`config.mk`:
```
export PLATFORM = sky130hd
export DESIGN_NAME = pulse_bcd_counter
export DESIGN_NICKNAME = d
export VERILOG_FILES = /design/src/rtl/pulse_bcd_counter_pkg.sv /design/src/rtl/pulse_bcd_counter_digit.sv /design/src/rtl/pulse_bcd_counter.sv
export SDC_FILE = /design/constraint.sdc
export NUM_CORES = 1
export LEC_CHECK = 0
export CAP_MARGIN = 20
export CORE_MARGIN = 10
export CORE_UTILIZATION = 48
export CTS_CLUSTER_SIZE = 30
export DETAILED_ROUTE_END_ITERATION = 7
export PLACE_DENSITY = 0.77
export SETUP_SLACK_MARGIN = 0.3
export SLEW_MARGIN = 20
export SYNTH_ARGS = -nofsm -noshare
export SYNTH_HDL_FRONTEND = slang
export SYNTH_SLANG_ARGS = --single-unit
```
`constraint.sdc`:
```
create_clock -name clk -period 2.15 [get_ports clk]
set_clock_uncertainty 0.15 [all_clocks]
set_input_delay 0.43 -clock clk [delete_from_list [all_inputs] [get_ports clk]]
set_output_delay 0.43 -clock clk [all_outputs]
set_load 0.005 [all_outputs]
```
`src/rtl/pulse_bcd_counter_pkg.sv`:
```
// Shared widths, constants and helpers for the pulse-driven BCD counter.
package pulse_bcd_counter_pkg;

    localparam int         BCD_W    = 4;
    localparam logic [3:0] BCD_MAX  = 4'd9;
    localparam int         HEX_AN_W = 3;

    // Saturate a nibble into the legal BCD range 0..9.
    function automatic logic [BCD_W-1:0] bcd_clamp(input logic [BCD_W-1:0] digit);
        return (digit > BCD_MAX) ? BCD_MAX : digit;
    endfunction

endpackage

```
`src/rtl/pulse_bcd_counter_digit.sv`:
```
// One BCD digit of the counter chain. step_in means "this digit moves this
// cycle" in the direction given by up/down; step_out ripples the carry or
// borrow to the next more significant digit.
import pulse_bcd_counter_pkg::*;

module bcd_digit (
    input  logic             clk,
    input  logic             rst,
    input  logic             up,
    input  logic             down,
    input  logic             step_in,
    input  logic             load,
    input  logic [BCD_W-1:0] load_digit,
    output logic [BCD_W-1:0] value,
    output logic             step_out
);

    // Carry on 9 when counting up, borrow on 0 when counting down.
    always_comb begin
        step_out = 1'b0;
        if (step_in) begin
            if (up)
                step_out = (value == BCD_MAX);
            else if (down)
                step_out = (value == '0);
        end
    end

    // Digit register: reset, clamped load, or modulo-10 step.
    always_ff @(posedge clk) begin
        if (rst) begin
            value <= '0;
        end else if (load) begin
            value <= bcd_clamp(load_digit);
        end else if (step_in) begin
            if (up)
                value <= (value == BCD_MAX) ? '0 : value + 1'b1;
            else if (down)
                value <= (value == '0) ? BCD_MAX : value - 1'b1;
        end
    end

endmodule

```
`src/rtl/pulse_bcd_counter.sv`:
```
// Decimal event counter with load, wrap flags and a time-multiplexed
// digit scan for the hex display.
import pulse_bcd_counter_pkg::*;

module pulse_bcd_counter #(
    parameter int DIGITS   = 4,
    parameter int SCAN_DIV = 100000
) (
    input  logic                      clk,
    input  logic                      rst,
    input  logic                      inc,
    input  logic                      dec,
    input  logic                      load,
    input  logic [BCD_W*DIGITS-1:0]   load_val,
    output logic [BCD_W*DIGITS-1:0]   bcd,
    output logic                      ovf,
    output logic                      unf,
    output logic [HEX_AN_W-1:0]       hex_an,
    output logic [BCD_W-1:0]          hex_data
);

    localparam int DIV_W = (SCAN_DIV > 2) ? $clog2(SCAN_DIV) : 1;

    logic              up;
    logic              down;
    logic [DIGITS:0]   chain;
    logic [DIV_W-1:0]  div;
    logic              div_tc;
    logic [HEX_AN_W-1:0] idx;
    logic [HEX_AN_W-1:0] idx_next;
    logic [BCD_W-1:0]  sel_digit;

    // Load wins over counting; simultaneous inc and dec cancel out.
    assign up       = inc & ~dec & ~load;
    assign down     = dec & ~inc & ~load;
    assign chain[0] = up | down;

    genvar g;
    generate
        for (g = 0; g < DIGITS; g++) begin : g_digit
            bcd_digit u_digit (
                .clk        (clk),
                .rst        (rst),
                .up         (up),
                .down       (down),
                .step_in    (chain[g]),
                .load       (load),
                .load_digit (load_val[g*BCD_W +: BCD_W]),
                .value      (bcd[g*BCD_W +: BCD_W]),
                .step_out   (chain[g+1])
            );
        end
    endgenerate

    // Wrap flags: a step rippling out of the top digit is a full wrap.
    always_ff @(posedge clk) begin
        if (rst) begin
            ovf <= 1'b0;
            unf <= 1'b0;
        end else begin
            ovf <= up & chain[DIGITS];
            unf <= down & chain[DIGITS];
        end
    end

    assign div_tc   = (div == DIV_W'(SCAN_DIV - 1));
    assign idx_next = !div_tc ? idx :
                      (idx == HEX_AN_W'(DIGITS - 1)) ? '0 : idx + 1'b1;

    // Pick the digit that the display will show after this edge.
    always_comb begin
        sel_digit = '0;
        for (int i = 0; i < DIGITS; i++) begin
            if (idx_next == HEX_AN_W'(i))
                sel_digit = bcd[i*BCD_W +: BCD_W];
        end
    end

    // Scan divider and registered display outputs, independent of counting.
    always_ff @(posedge clk) begin
        if (rst) begin
            div      <= '0;
            idx      <= '0;
            hex_data <= '0;
        end else begin
            div      <= div_tc ? '0 : div + 1'b1;
            idx      <= idx_next;
            hex_data <= sel_digit;
        end
    end

    assign hex_an = idx;

endmodule

```
== Word level (Yosys, flattened, before mapping) ==
Index checks and enable logic that the tools add are counted.

* Mux-type cells: 46
* Bitwise operators: 10
* Add/sub/neg operators: 10
* Magnitude comparators: 4
* Eq/ne operators: 9
* Reduce and logical (&&, ||, !) cells: 15

{| class="wikitable"
|+ Operator list
! cell !! number
|-
| $mux 4 || 32
|-
| $add 17x1->17 const B || 1
|-
| $eq 17x17->1 const B || 1
|-
| $add 4x1->4 const B || 4
|-
| $eq 4x4->1 const B || 4
|-
| $gt 4x4->1 const B || 4
|-
| $logic_not 4->1 || 4
|-
| $sub 4x1->4 const B || 4
|-
| $mux 1 || 12
|-
| $eq 3x2->1 const B || 3
|-
| $reduce_and 2->1 || 4
|-
| $reduce_bool 2->1 || 4
|-
| $and 1x1->1 || 6
|-
| $mux 3 || 2
|-
| $add 3x1->3 const B || 1
|-
| $eq 3x1->1 const B || 1
|-
| $logic_not 3->1 || 1
|-
| $not 1->1 || 3
|-
| $reduce_bool 3->1 || 1
|-
| $reduce_or 2->1 || 1
|-
| $or 1x1->1 || 1
|}

* Input port bits: 21
* Output and inout port bits: 25
* Bits in registers: 42

== Longest topological paths before layout ==
* Depth in word-level cells: 10
* Depth in mapped cells: 8
* Mapped depth without buffers: 7

== Modules after synthesis ==
From an unflattened synthesis, not the netlist that was laid out.

* Cells, all modules: 340
* Area, all modules: 2,896.5 um2

{| class="wikitable"
|+ Modules (own cells, without submodules)
! module !! area each (um2) !! cells each !! seq. area each (um2) !! times used
|-
| bcd_digit || 425.4 || 53 || 80.1 || 4
|-
| pulse_bcd_counter || 1,194.9 || 128 || 520.5 || 1
|}

== Least setup slack after synthesis ==
Ideal clock, no wire load.

* Path kind: input-to-reg
* Start: input port load
* End: register g_digit[3].u_digit.value[2]
* Setup time: 133 ps
* Path buffers: 2
* Path slack: -122 ps
* Arrival: 1,989 ps
* Cell stages on the path: 8
* Path through: clkbuf_1 -> nor3_1 -> o21ai_2 -> or4_1 -> buf_4 -> a211oi_2 -> a2bb2oi_2 -> nor3_1

* Longest elaborated chain between the ends: 9
* Elaborated cells on any way between the ends: 19

{| class="wikitable"
|+ RTL lines
! what !! line !! text
|-
| from (decl) || pulse_bcd_counter.sv:13 || <nowiki>input logic load,</nowiki>
|-
| $not 1->1 || pulse_bcd_counter.sv:34, pulse_bcd_counter.sv:35 ||
|-
| $and 1x1->1 || pulse_bcd_counter.sv:35 || <nowiki>assign down = dec & ~inc & ~load;</nowiki>
|-
| $mux 1 || pulse_bcd_counter_digit.sv:24 || <nowiki>else if (down)</nowiki>
|-
| $mux 1 || pulse_bcd_counter_digit.sv:22 || <nowiki>if (up)</nowiki>
|-
| $mux 1 (3 in a row) || pulse_bcd_counter_digit.sv:21 || <nowiki>if (step_in) begin</nowiki>
|-
| $reduce_bool 2->1 (no source line) || -- ||
|-
| $reduce_and 2->1 (no source line) || -- ||
|-
| to (signal assigned) || pulse_bcd_counter_digit.sv:34 || <nowiki>value <= bcd_clamp(load_digit);</nowiki>
|-
| to (signal assigned) || pulse_bcd_counter_digit.sv:37 || <nowiki>value <= (value == BCD_MAX) ? '0 : value + 1'b1;</nowiki>
|-
| to (signal assigned) || pulse_bcd_counter_digit.sv:39 || <nowiki>value <= (value == '0) ? BCD_MAX : value - 1'b1;</nowiki>
|-
| to (decl) || pulse_bcd_counter_digit.sv:14 || <nowiki>output logic [BCD_W-1:0] value,</nowiki>
|}

Parallel ways exist; a longest one is shown, timed or not. The select of a mux whose other input is x is not followed.
A chain may end at the register's enable or synchronous reset.

== Worst setup path in the final report ==
* Start: register g_digit[1].u_digit.value[3]
* End: register unf

* Longest elaborated chain between the ends: 7
* Elaborated cells on any way between the ends: 8

{| class="wikitable"
|+ RTL lines
! what !! line !! text
|-
| from (decl) || pulse_bcd_counter_digit.sv:14 ||
|-
| from (signal assigned) || pulse_bcd_counter_digit.sv:34 ||
|-
| from (signal assigned) || pulse_bcd_counter_digit.sv:37 ||
|-
| from (signal assigned) || pulse_bcd_counter_digit.sv:39 ||
|-
| $logic_not 4->1 || pulse_bcd_counter_digit.sv:25 || <nowiki>step_out = (value == '0);</nowiki>
|-
| $mux 1 || pulse_bcd_counter_digit.sv:24 ||
|-
| $mux 1 * || pulse_bcd_counter_digit.sv:22 ||
|-
| $mux 1 * (3 in a row) || pulse_bcd_counter_digit.sv:21 ||
|-
| $and 1x1->1 * || pulse_bcd_counter.sv:62 || <nowiki>unf <= down & chain[DIGITS];</nowiki>
|-
| to (signal assigned) || pulse_bcd_counter.sv:62 ||
|-
| to (decl) || pulse_bcd_counter.sv:17 || <nowiki>output logic unf,</nowiki>
|}

Every way passes the cells marked *; elsewhere a longest branch is shown, timed or not.

==> results.py <==
metrics = {
    "drt": {
        "via_count": 2745,
        "drc": 0,
        "wl_per_cell_um": 16.8,
        "postRouteAntennaNets": 0,
        "drtPass1Iterations": 4,
        "wirelength_um": 7990,
        "routed_via_density": 5.75,
        "drtIter0Drc": 145,
    },
    "yosys": {
        "yosys.area.top_type_share": 0.329,
        "async_reset_ff_frac": 0,
        "synth_edf_count": 0,
        "ys.flop_type": "dfxtp_1",
        "yosysWarnings": 0,
        "synth_area_um2": 2550,
        "seq_area_frac_synth": 0.329,
        "ys_top_cells_by_area": "dfxtp_1 (33%), nor2_1 (6.9%), xor2_1 (4.8%), o21ai_0 (4.3%), nand2_1 (3.1%)",
        "synth_cell_type_count": 58,
        "yosysTopAreaCell": "dfxtp_1",
        "ys_ff_latch": 42,
        "netlist_instances": 328,
        "synth_nets": 351,
        "synth_area_per_cell_um2": 7.79,
    },
    "place": {
        "placed_area_um2": 3330,
        "place_hpwl_um": 5240,
        "port_buffers": 45,
        "dp_slack_ns": -0.612,
        "gp_congestion": 0.823,
    },
    "clock_network": {
        "cts_tree": "built",
        "clk_latency_ns": 0.29,
        "cts.path.max_buffers": 2,
        "numCtsBuffers": 5,
        "cts-root-buf": "clkbuf_8",
        "cts.sinks": 42,
        "h-tree-depth": 2,
        "cts.reportedPaths.clkPinSlew_ns": 0.09,
    },
    "critical_path": {
        "r2r-end": "unf$_SDFF_PP0_",
        "critPathTopFamily": "simple AND/OR/NAND/NOR gates",
        "crit_type": "register to register",
        "r2r-start": "g_digit[1].u_digit.value[3]$_SDFFE_PP0P_",
        "slowest_delay_ns": 0.58,
        "path_cells": "nor4b_4, o21ai_2, or4_4, buf_6, a2111oi_4",
        "start_kind": "register",
        "reg2reg_depth": 5,
        "critPathMaxFanout": 5,
        "critPathRequiredTime_ns": 2.20,
        "arrival_ns": 2.12,
        "cp-end-kind": "register",
        "r2r_slack_ns": 0.08,
        "path_buf_inv": 1,
        "cp_slowest_cell": "or4_4",
    },
    "sta": {
        "period_share": 0.961,
        "slew_violations": 0,
        "slew_headroom": 0.705,
        "fmax_mhz": 484,
        "setup_ws_ns": 0.0846,
        "period_needed_ns": 2.07,
        "tightest_slew_ns": 0.442,
        "final-setup-viol-count": 0,
        "hold_violations": 0,
        "tns_ns": 0,
        "rsz0062_at_grt": "true",
    },
    "grt": {
        "gr-total-overflow": 0,
        "met2_usage": 0.318,
        "grt_pass1_vias": 2626,
        "grt_max_degree": 20,
        "grt_use_met3": 0.0420,
        "grt_pass1_wl_um": 12500,
        "antenna_found_initial": 0,
        "grt.busiest_layer": "met2",
        "use_met1": 0.196,
        "track_usage": 0.175,
    },
    "finish": {
        "drive_gt1_frac": 0.292,
        "areaGrowthSynthToFinish_pct": 48.4,
        "multi_input_area_um2": 1790,
        "fin_area_um2": 3790,
        "register_area_um2": 880,
        "final_common_cell": "nor2_1",
        "nets": 429,
        "n_antenna_cell": 0,
        "post-route-util": 0.738,
        "final_cell_mix": "nor2_1 (44), buf_4 (35), clkdlybuf4s50_1 (30)",
        "fillers": 410,
    },
    "die": {
        "die_h_um": 93.0,
        "start_util": 0.497,
        "num_io_pins": 46,
        "die_w_um": 93.0,
        "row_count": 26,
        "core_area_um2": 5140,
        "die-area_um2": 8640,
    },
    "outcome": {
        "status": "finished clean",
    },
    "pwr": {
        "powerDensity_nw_per_um2": 474,
        "power_mw": 1.80,
        "leakagePower_nw": 1.53,
        "max-vdd-ir-drop_mv": 0.294,
    },
    "hold_path": {
        "hp-class": "register to register",
        "worst_hold_path.endpoint": "div[10]$_SDFF_PP0_",
        "min_from": "div[10]$_SDFF_PP0_",
        "hold_depth": 2,
    },
    "flow_run": {
        "maxCapViolCount": 0,
    },
}
[routing by layer]
metal	part of all wire	wire [µm]
met3	0.055	440
met2	0.52	4150
met1	0.40	3200
met4	0.025	202
met5	0	0
[state kept, by name, indices dropped and copies added (netlist names)]
name                   cells
hex_data                   4
g_digit.u_digit.value     16
unf                        1
div                       17
ovf                        1
hex_an                     3
[repair_timing]
action | 4_1_cts | 5_1_grt
hold buffers | 0 | 0
endpoints found under the setup margin | 38 | 24
resized for setup | 66 | 26
pin swaps | 10 | 6
gates cloned | 1 | 0
setup buffers | 10 | 4
[tightest hold or removal path, stage by stage, from the launching register on]
cell and delay, ns:
dfxtp_2 0.36, xor2_1 0.06, nor2_1 0.07
[synth_stat cells, drive strengths merged (9+ instances only)]
cell type  number
a21oi          12
clkbuf         17
dfxtp          42
inv            11
nand2          21
nand3          10
nor2           47
nor3           12
o21ai          24
xnor2           9
xor2           14
[metrics by stage]
stage                     std cells  hold WS, ns
after floorplan                 328        0.282
after global placement          454        0.291
after detailed placement        454        0.302
after CTS                       473        0.373
after global routing            477        0.400
final                           477        0.370
[kinds of logic after synthesis]
family,synth area share
mux,0.0333
buf+inv,0.0568
flops,0.329
fa+ha+maj,0.00979
compound gates,0.206
xor+xnor,0.0788
simple gates,0.286
[how the worst max path moves through the flow]
stage | start | end | slack [ns] | cells past startpoint
floorplan | inc | g_digit[3].u_digit.value[2]$_SDFFE_PP0P_ | 0.1 | 7
global placement | inc | unf$_SDFF_PP0_ | -0.56 | 7
detailed placement | inc | unf$_SDFF_PP0_ | -0.61 | 7
CTS | g_digit[1].u_digit.value[3]$_SDFFE_PP0P_ | unf$_SDFF_PP0_ | 0.18 | 5
global route | g_digit[1].u_digit.value[3]$_SDFFE_PP0P_ | unf$_SDFF_PP0_ | 0.05 | 5
finish | g_digit[1].u_digit.value[3]$_SDFFE_PP0P_ | unf$_SDFF_PP0_ | 0.08 | 5
[layout make-up]
type / count / share of cell area
clock buffers: 5 / 0.0181
clock inverters: 3 / 0.00561
inverters: 11 / 0.0109
multi-input cells: 250 / 0.473
flip-flops and latches: 42 / 0.232
well taps: 70 / 0.0231
repair buffers: 96 / 0.237
[report_power, final]
part | internal (mW) | leakage [nW] | switching (mW) | total [mW]
clock | 0.228 | 0.0441 | 0.288 | 0.516
combinational | 0.231 | 1.13 | 0.210 | 0.440
sequential | 0.807 | 0.352 | 0.0353 | 0.842
total | 1.27 | 1.53 | 0.533 | 1.80
No activity file was read; power rests on OpenSTA's default activity.
